[config.mk]
export PLATFORM = sky130hd
export DESIGN_NAME = instr_fetch_unit
export DESIGN_NICKNAME = d
export VERILOG_FILES = /design/src/rtl/instr_fetch_unit.sv
export SDC_FILE = /design/constraint.sdc
export NUM_CORES = 1
export LEC_CHECK = 0
export CAP_MARGIN = 20
export CORE_AREA = 2 2 124 126
export CTS_BUF_LIST = sky130_fd_sc_hd__clkbuf_4 sky130_fd_sc_hd__clkbuf_8 sky130_fd_sc_hd__clkbuf_16
export DETAILED_ROUTE_END_ITERATION = 10
export DIE_AREA = 0 0 126 128
export PLACE_DENSITY = 0.74
export SLEW_MARGIN = 20
export SYNTH_ARGS = -nofsm -noshare
export SYNTH_HDL_FRONTEND = slang
export SYNTH_SLANG_ARGS = --single-unit
[constraint.sdc]
create_clock -name CLK -period 7.5 [get_ports CLK]
set_input_delay 1.5 -clock CLK [delete_from_list [all_inputs] [get_ports CLK]]
set_output_delay 1.5 -clock CLK [all_outputs]
set_load 0.01 [all_outputs]
[src/rtl/instr_fetch_unit.sv]
// Instruction fetch / next-PC stage: holds the PC, fetches one word at a time over a
// request/valid handshake, presents the latched instruction to the decoder and selects
// the next PC from Jump, Branch and Zero when the instruction leaves EXEC.
module instr_fetch_unit #(
  parameter int unsigned    DWL      = 32,
  parameter int unsigned    AWL      = 6,
  parameter logic [DWL-1:0] RESET_PC = 32'h0000_0000
) (
  input  logic           CLK,
  input  logic           RST,
  output logic           IMReq,
  output logic [AWL-1:0] IMAddr,
  input  logic [DWL-1:0] IMRdata,
  input  logic           IMValid,
  input  logic           Branch,
  input  logic           Jump,
  input  logic           Zero,
  input  logic           Stall,
  output logic [DWL-1:0] Instr,
  output logic [5:0]     Opcode,
  output logic [DWL-1:0] PC,
  output logic [DWL-1:0] PCPlus4,
  output logic           InstrValid,
  output logic [31:0]    RetireCount
);

  localparam logic [1:0] StIdle = 2'd0;
  localparam logic [1:0] StReq  = 2'd1;
  localparam logic [1:0] StWait = 2'd2;
  localparam logic [1:0] StExec = 2'd3;

  logic [1:0]     r_state;
  logic [1:0]     w_state_next;
  logic [DWL-1:0] r_pc;
  logic [DWL-1:0] r_instr;
  logic [31:0]    r_retire;

  logic [DWL-1:0] w_pc_plus4;
  logic [DWL-1:0] w_br_offset;
  logic [DWL-1:0] w_jump_target;
  logic [DWL-1:0] w_next_pc;
  logic           w_retire;

  assign w_pc_plus4    = r_pc + DWL'(4);
  assign w_br_offset   = {{(DWL-18){r_instr[15]}}, r_instr[15:0], 2'b00};
  assign w_jump_target = {w_pc_plus4[DWL-1:DWL-4], r_instr[25:0], 2'b00};
  assign w_retire      = (r_state == StExec) && !Stall;

  // Next-PC select; Jump is checked first so Branch is a don't-care during a jump.
  always_comb begin
    w_next_pc = w_pc_plus4;
    if (Jump) begin
      w_next_pc = w_jump_target;
    end else if (Branch && Zero) begin
      w_next_pc = w_pc_plus4 + w_br_offset;
    end
  end

  // Fetch FSM next state; WAIT has no timeout.
  always_comb begin
    w_state_next = r_state;
    case (r_state)
      StIdle:  w_state_next = StReq;
      StReq:   w_state_next = StWait;
      StWait:  if (IMValid) w_state_next = StExec;
      StExec:  if (!Stall) w_state_next = StReq;
      default: w_state_next = StIdle;
    endcase
  end

  // State register.
  always_ff @(posedge CLK or posedge RST) begin
    if (RST) begin
      r_state <= StIdle;
    end else begin
      r_state <= w_state_next;
    end
  end

  // PC advances only when an instruction retires.
  always_ff @(posedge CLK or posedge RST) begin
    if (RST) begin
      r_pc <= RESET_PC;
    end else if (w_retire) begin
      r_pc <= w_next_pc;
    end
  end

  // Instruction latch; IMValid outside WAIT is ignored.
  always_ff @(posedge CLK or posedge RST) begin
    if (RST) begin
      r_instr <= '0;
    end else if ((r_state == StWait) && IMValid) begin
      r_instr <= IMRdata;
    end
  end

  // Retired-instruction counter, wraps naturally.
  always_ff @(posedge CLK or posedge RST) begin
    if (RST) begin
      r_retire <= '0;
    end else if (w_retire) begin
      r_retire <= r_retire + 32'd1;
    end
  end

  assign IMReq       = (r_state == StReq);
  assign IMAddr      = r_pc[AWL+1:2];
  assign InstrValid  = (r_state == StExec);
  assign Instr       = r_instr;
  assign Opcode      = r_instr[31:26];
  assign PC          = r_pc;
  assign PCPlus4     = w_pc_plus4;
  assign RetireCount = r_retire;

endmodule

# After elaboration in Yosys (flattened, before gate mapping)
# Index checks and enable logic that the tools add are counted.
# word_totals
in_bits	39
latchBits	0
mem_bits_rw	0
mem_count	0
out_inout_bits	142
regBits	98
romBits	0
# op_classes
n_div	0
n_mux	5
multipliers	0
n_eq_ne	5
add_sub_neg	3
bitwise	0
shifts	0
magnitude_cmp	0
reduce_logical	6
# ops
operator	n
$mux 32	2
$add 32x1->32 const B	1
$add 32x3->32 const B	1
$add 32x32->32	1
$pmux 2 s4	1
$eq 2x2->1 const B	2
$mux 2	2
$ne 2x2->1 const B	2
$logic_and 1x1->1	3
$eq 2x1->1 const B	1
$logic_not 2->1	1
$reduce_and 2->1	1
$logic_not 1->1	1

# Logic depth before layout (Yosys ltp)
# depth
word_depth	4
ltp_mapped	16
mapped_depth_nobuf	16

# Worst setup path after synthesis
# Ideal clock, no wire load.
# synth_path
path_kind	register -> register
from	register r_pc[2] (netlist: PC[2])
to	register r_pc[31] (netlist: PC[31])
n_path_buf	0
synth_period_minus_slack_ns	3.818
required_time_ns	7.408
slack_ns	3.682
path_stages_with_launch	17
arrival_time_ns	3.727
cell_sequence	dfrtp_1 > ha_1 > and4_1 > nand3_1 > nor2_1 > nand3_1 > xnor2_1 > ha_1 > a211oi_2 > o21ai_1 > a2111oi_2 > a21oi_1 > o41ai_2 > o31ai_1 > xor2_1 > and3_4 > o31ai_2
# synth_between
elab_chain_len	4
# synth_rtl
item	line	text
start: declaration	34	logic [DWL-1:0] r_pc;
start signal: assignment	85	r_pc <= w_next_pc;
$add 32x3->32	44	assign w_pc_plus4 = r_pc + DWL'(4);
via PCPlus4[20]	22	output logic [DWL-1:0] PCPlus4,
$add 32x32->32	55	w_next_pc = w_pc_plus4 + w_br_offset;
$mux 32	54	end else if (Branch && Zero) begin
$mux 32	52	if (Jump) begin
# The timed path passes the listed nets, and every way through them passes these cells.
# A chain may end at the register's enable or synchronous reset.

# Final worst setup path
# layout_path
from	register r_pc[2] (netlist: PC[2])
to	output port PCPlus4[30]
# layout_between
elab_chain_len	1
# layout_rtl
item	line
$add 32x3->32	44
end: declaration	22
# No other way between the ends.

==> results.toml <==
[outcome]
outcome = "finished, final reports clean"

[worst_hold_path]
hold_path_end = "RetireCount[25]"
holdCritStartpoint = "RetireCount[25]"
worst_hold_path_type = "flip-flop to flip-flop"
min_path_cells = 1

[critical_path]
crit_path_max_fanout = 7
worst_r2r_endpoint = "PC[31]"
cp_data_arrival_time_ns = 3.30
timing.reg2reg.setup_slack_ns = 3.29
setup.worst_path.end_class = "output port"
critical_path_required_ns = 6.00
start_kind = "flip-flop"
worst_setup_path_class = "flip-flop to output port"
reg2reg_from = "PC[2]"
worstRegToRegCells = 16

[placement]
io_buffer_count = 176
place_hpwl_um = 13900
setup_slack_placement_ns = 3.11
gpl.final_weighted_congestion = 0.937
place_area_um2 = 8350

[cells_and_area]
antenna_cells = 0
most_common_library_cell_in_the_layout_ignoring_fill_and_taps = "sky130_fd_sc_hd__clkdlybuf4s50_1"
nFillCells = 1335
multi_input_comb_area_um2 = 3830
area_grow_syn2layout_pct = 33.0
final_layout_size_suffix_gt1_share_pct = 7.58
net_count_final = 947
stdcell_area_um2 = 8670
mostFrequentLayoutCells = "sky130_fd_sc_hd__clkdlybuf4s50_1, sky130_fd_sc_hd__dfrtp_1, sky130_fd_sc_hd__nand2_1"
area_taken_by_flip_flops_and_latches_um2 = 2400
finish.utilization_pct = 58.3

[global_routing]
grt_pass1_wl_um = 30200
met1_track_usage_gr_pct = 31.3
grt_start_max_net_pins = 65
initial_antenna_violation_count = 1
global_route.usage.met2_pct = 37.9
globalRouteMet3Util_pct = 5.34
grt_pass1_vias = 5637
busiest_layer = "met2"
globalRouteOverflowTotal = 0
global_route_usage_over_all_layers_pct = 23.4

[yosys]
ys_ff_latch = 96
yosys.area.top_type_share_pct = 36.9
synth_flop_cell = "sky130_fd_sc_hd__dfrtp_1"
synth_warnings = 0
number_of_standard_cells_after_synthesis = 712
area_of_the_mapped_netlist_um2 = 6520
area_contributors_post_synth = "sky130_fd_sc_hd__dfrtp_1, sky130_fd_sc_hd__ha_1, sky130_fd_sc_hd__xnor2_1"
synth_enable_flop_cells = 0
async_set_reset_flop_share_out_of_synthesis_pct = 100
synth_cell_types = 57
yosys.area.top_type = "sky130_fd_sc_hd__dfrtp_1"
syn_area_cell_um2 = 9.16
synth_seq_area_share_pct = 36.9

[cts]
post_cts_resized = 0
cts_htree_levels = 3
cts_hold_repair.buffers = 0
post-cts-setup-buffer-count = 0
clock_latency_ns = 0.36
numCtsBuffers = 9
cts_max_path_buffers = 2
clockRootBuffer = "sky130_fd_sc_hd__clkbuf_16"
clkSinkCount = 96
cts.reportedPaths.clkPinSlew_ns = 0.07
cts_tree = "yes"

[route]
via_per_inst = 5.58
dr.first_iter.drc_count = 311
post-route-drc-count = 0
vias = 5906
wl_um = 18800
final_antenna_net_count = 0
wire_per_inst_um = 17.7
detail_route.first_pass.iterations = 5

[pwr]
switching_share_pct = 44.6
combinationalPowerShare_pct = 62.8
power.density_cell_area_nw_per_um2 = 455
share_seq_of_total_power_pct = 24.4
lkg_pwr_nw = 3.71
vdd_ir_drop_max_uv = 267
power_report.internal_total_mw = 2.19
p_sw_mw = 1.76
clockPowerShare_pct = 12.9
total_power_mw = 3.95

[die]
core.rowCount = 45
core_region_area_um2 = 14900
die_area_um2 = 16100
die_x_extent_um = 126
floorplan.initialDensity_pct = 43.9
fp.dieH_um = 128
num_io_pins = 181

[sta]
fmax_mhz = 208
final_max_slew_viol_count = 0
final_min_period_over_clock_period_pct = 64.0
report.final.setup_viol = 0
worst_pin_slew_ns = 0.931
final.setup_skew_ns = 0.00544
fin_tns_setup_ns = 0
grt_setup_unrepaired = "false"
timing.final.crit_period_ns = 4.80
max_slew_margin_pct = 37.3
hold_violations = 0
final.setup.worst_slack_ns = 2.70

[job]
maxcap_violations = 0
## cells by family (layout without fill, tap and decap cells)
| logic type | after synthesis | after routing | share of synthesized area [%] |
|---|---|---|---|
| other | 1 | 4 | 0.0575 |
| AO/OA/AOI/OAI | 171 | 171 | 16.7 |
| flip-flops | 96 | 96 | 36.9 |
| XOR/XNOR | 83 | 83 | 11.2 |
| adder cells (fa/ha/maj) | 42 | 42 | 8.18 |
| multiplexers | 36 | 36 | 6.14 |
| buffers and inverters | 61 | 217 | 4.57 |
| AND/OR/NAND/NOR | 222 | 222 | 16.4 |
## metal layers
metal  share of wire, %  vias up  routed length [um]
met5                  0        -                   0
met4                1.5        0                 286
met2                 47      193                8790
li1                   -     2846                   -
met3                7.1       24                1340
met1                 44     2843                8340
## flip-flops by register name, indices dropped and copies added (netlist names)
signal / count
PC: 30
Instr: 32
RetireCount: 32
r_state: 2
## worst max path at each step
stage                             end   from
final                     PCPlus4[30]  PC[2]
after global routing      PCPlus4[30]  PC[2]
after CTS                 PCPlus4[30]  PC[2]
after detailed placement  PCPlus4[30]  PC[2]
after global placement    PCPlus4[30]  PC[2]
after floorplan              Instr[0]    RST
## critical path: stages (launching register included)
cell                              delay [ns]
sky130_fd_sc_hd__dfrtp_1                0.48
sky130_fd_sc_hd__ha_1                   0.24
sky130_fd_sc_hd__and4_1                 0.29
sky130_fd_sc_hd__nand3_1                0.24
sky130_fd_sc_hd__nor3_1                 0.42
sky130_fd_sc_hd__and2_1                 0.27
sky130_fd_sc_hd__nand3_1                0.11
sky130_fd_sc_hd__xnor2_1                0.29
sky130_fd_sc_hd__clkdlybuf4s50_1        0.60
## cell usage after synthesis, drive strengths merged (13+ instances only)
| cell | count |
|---|---|
| dfrtp | 96 |
| nand2 | 74 |
| xnor2 | 58 |
| nor2 | 49 |
| o21ai | 48 |
| a21oi | 46 |
| ha | 41 |
| mux2 | 32 |
| xor2 | 25 |
| nand3 | 24 |
| and3 | 23 |
| buf | 23 |
| clkbuf | 19 |
| a211oi | 18 |
| inv | 18 |
| nand4 | 16 |
| a21o | 13 |
| nor3 | 13 |
## metrics by stage
stage | hold WS, ns | cells
after floorplan | 0.507 | 715
after global placement | 0.461 | 1043
after detailed placement | 0.482 | 1043
after CTS | 0.497 | 1059
after global routing | 0.516 | 1059
final | 0.490 | 1059
## cell type report
type,count,area share (%)
Multi-Input combinational cell,558,44.2
Sequential cell,96,27.7
Timing Repair Buffer,182,20.8
Tap cell,188,2.71
Clock buffer,9,2.60
Clock inverter,7,1.10
Inverter,19,0.851
## power by group through the flow
stage	logic [mW]	clock network (mW)	registers, mW
after detailed placement	2.45	0	0.966
final	2.48	0.508	0.962
after CTS	2.47	0.515	0.959
after global routing	2.71	0.536	0.995
after global placement	2.44	0	0.963
after floorplan	1.52	0	0.973
No activity file was read; power rests on OpenSTA's default activity.
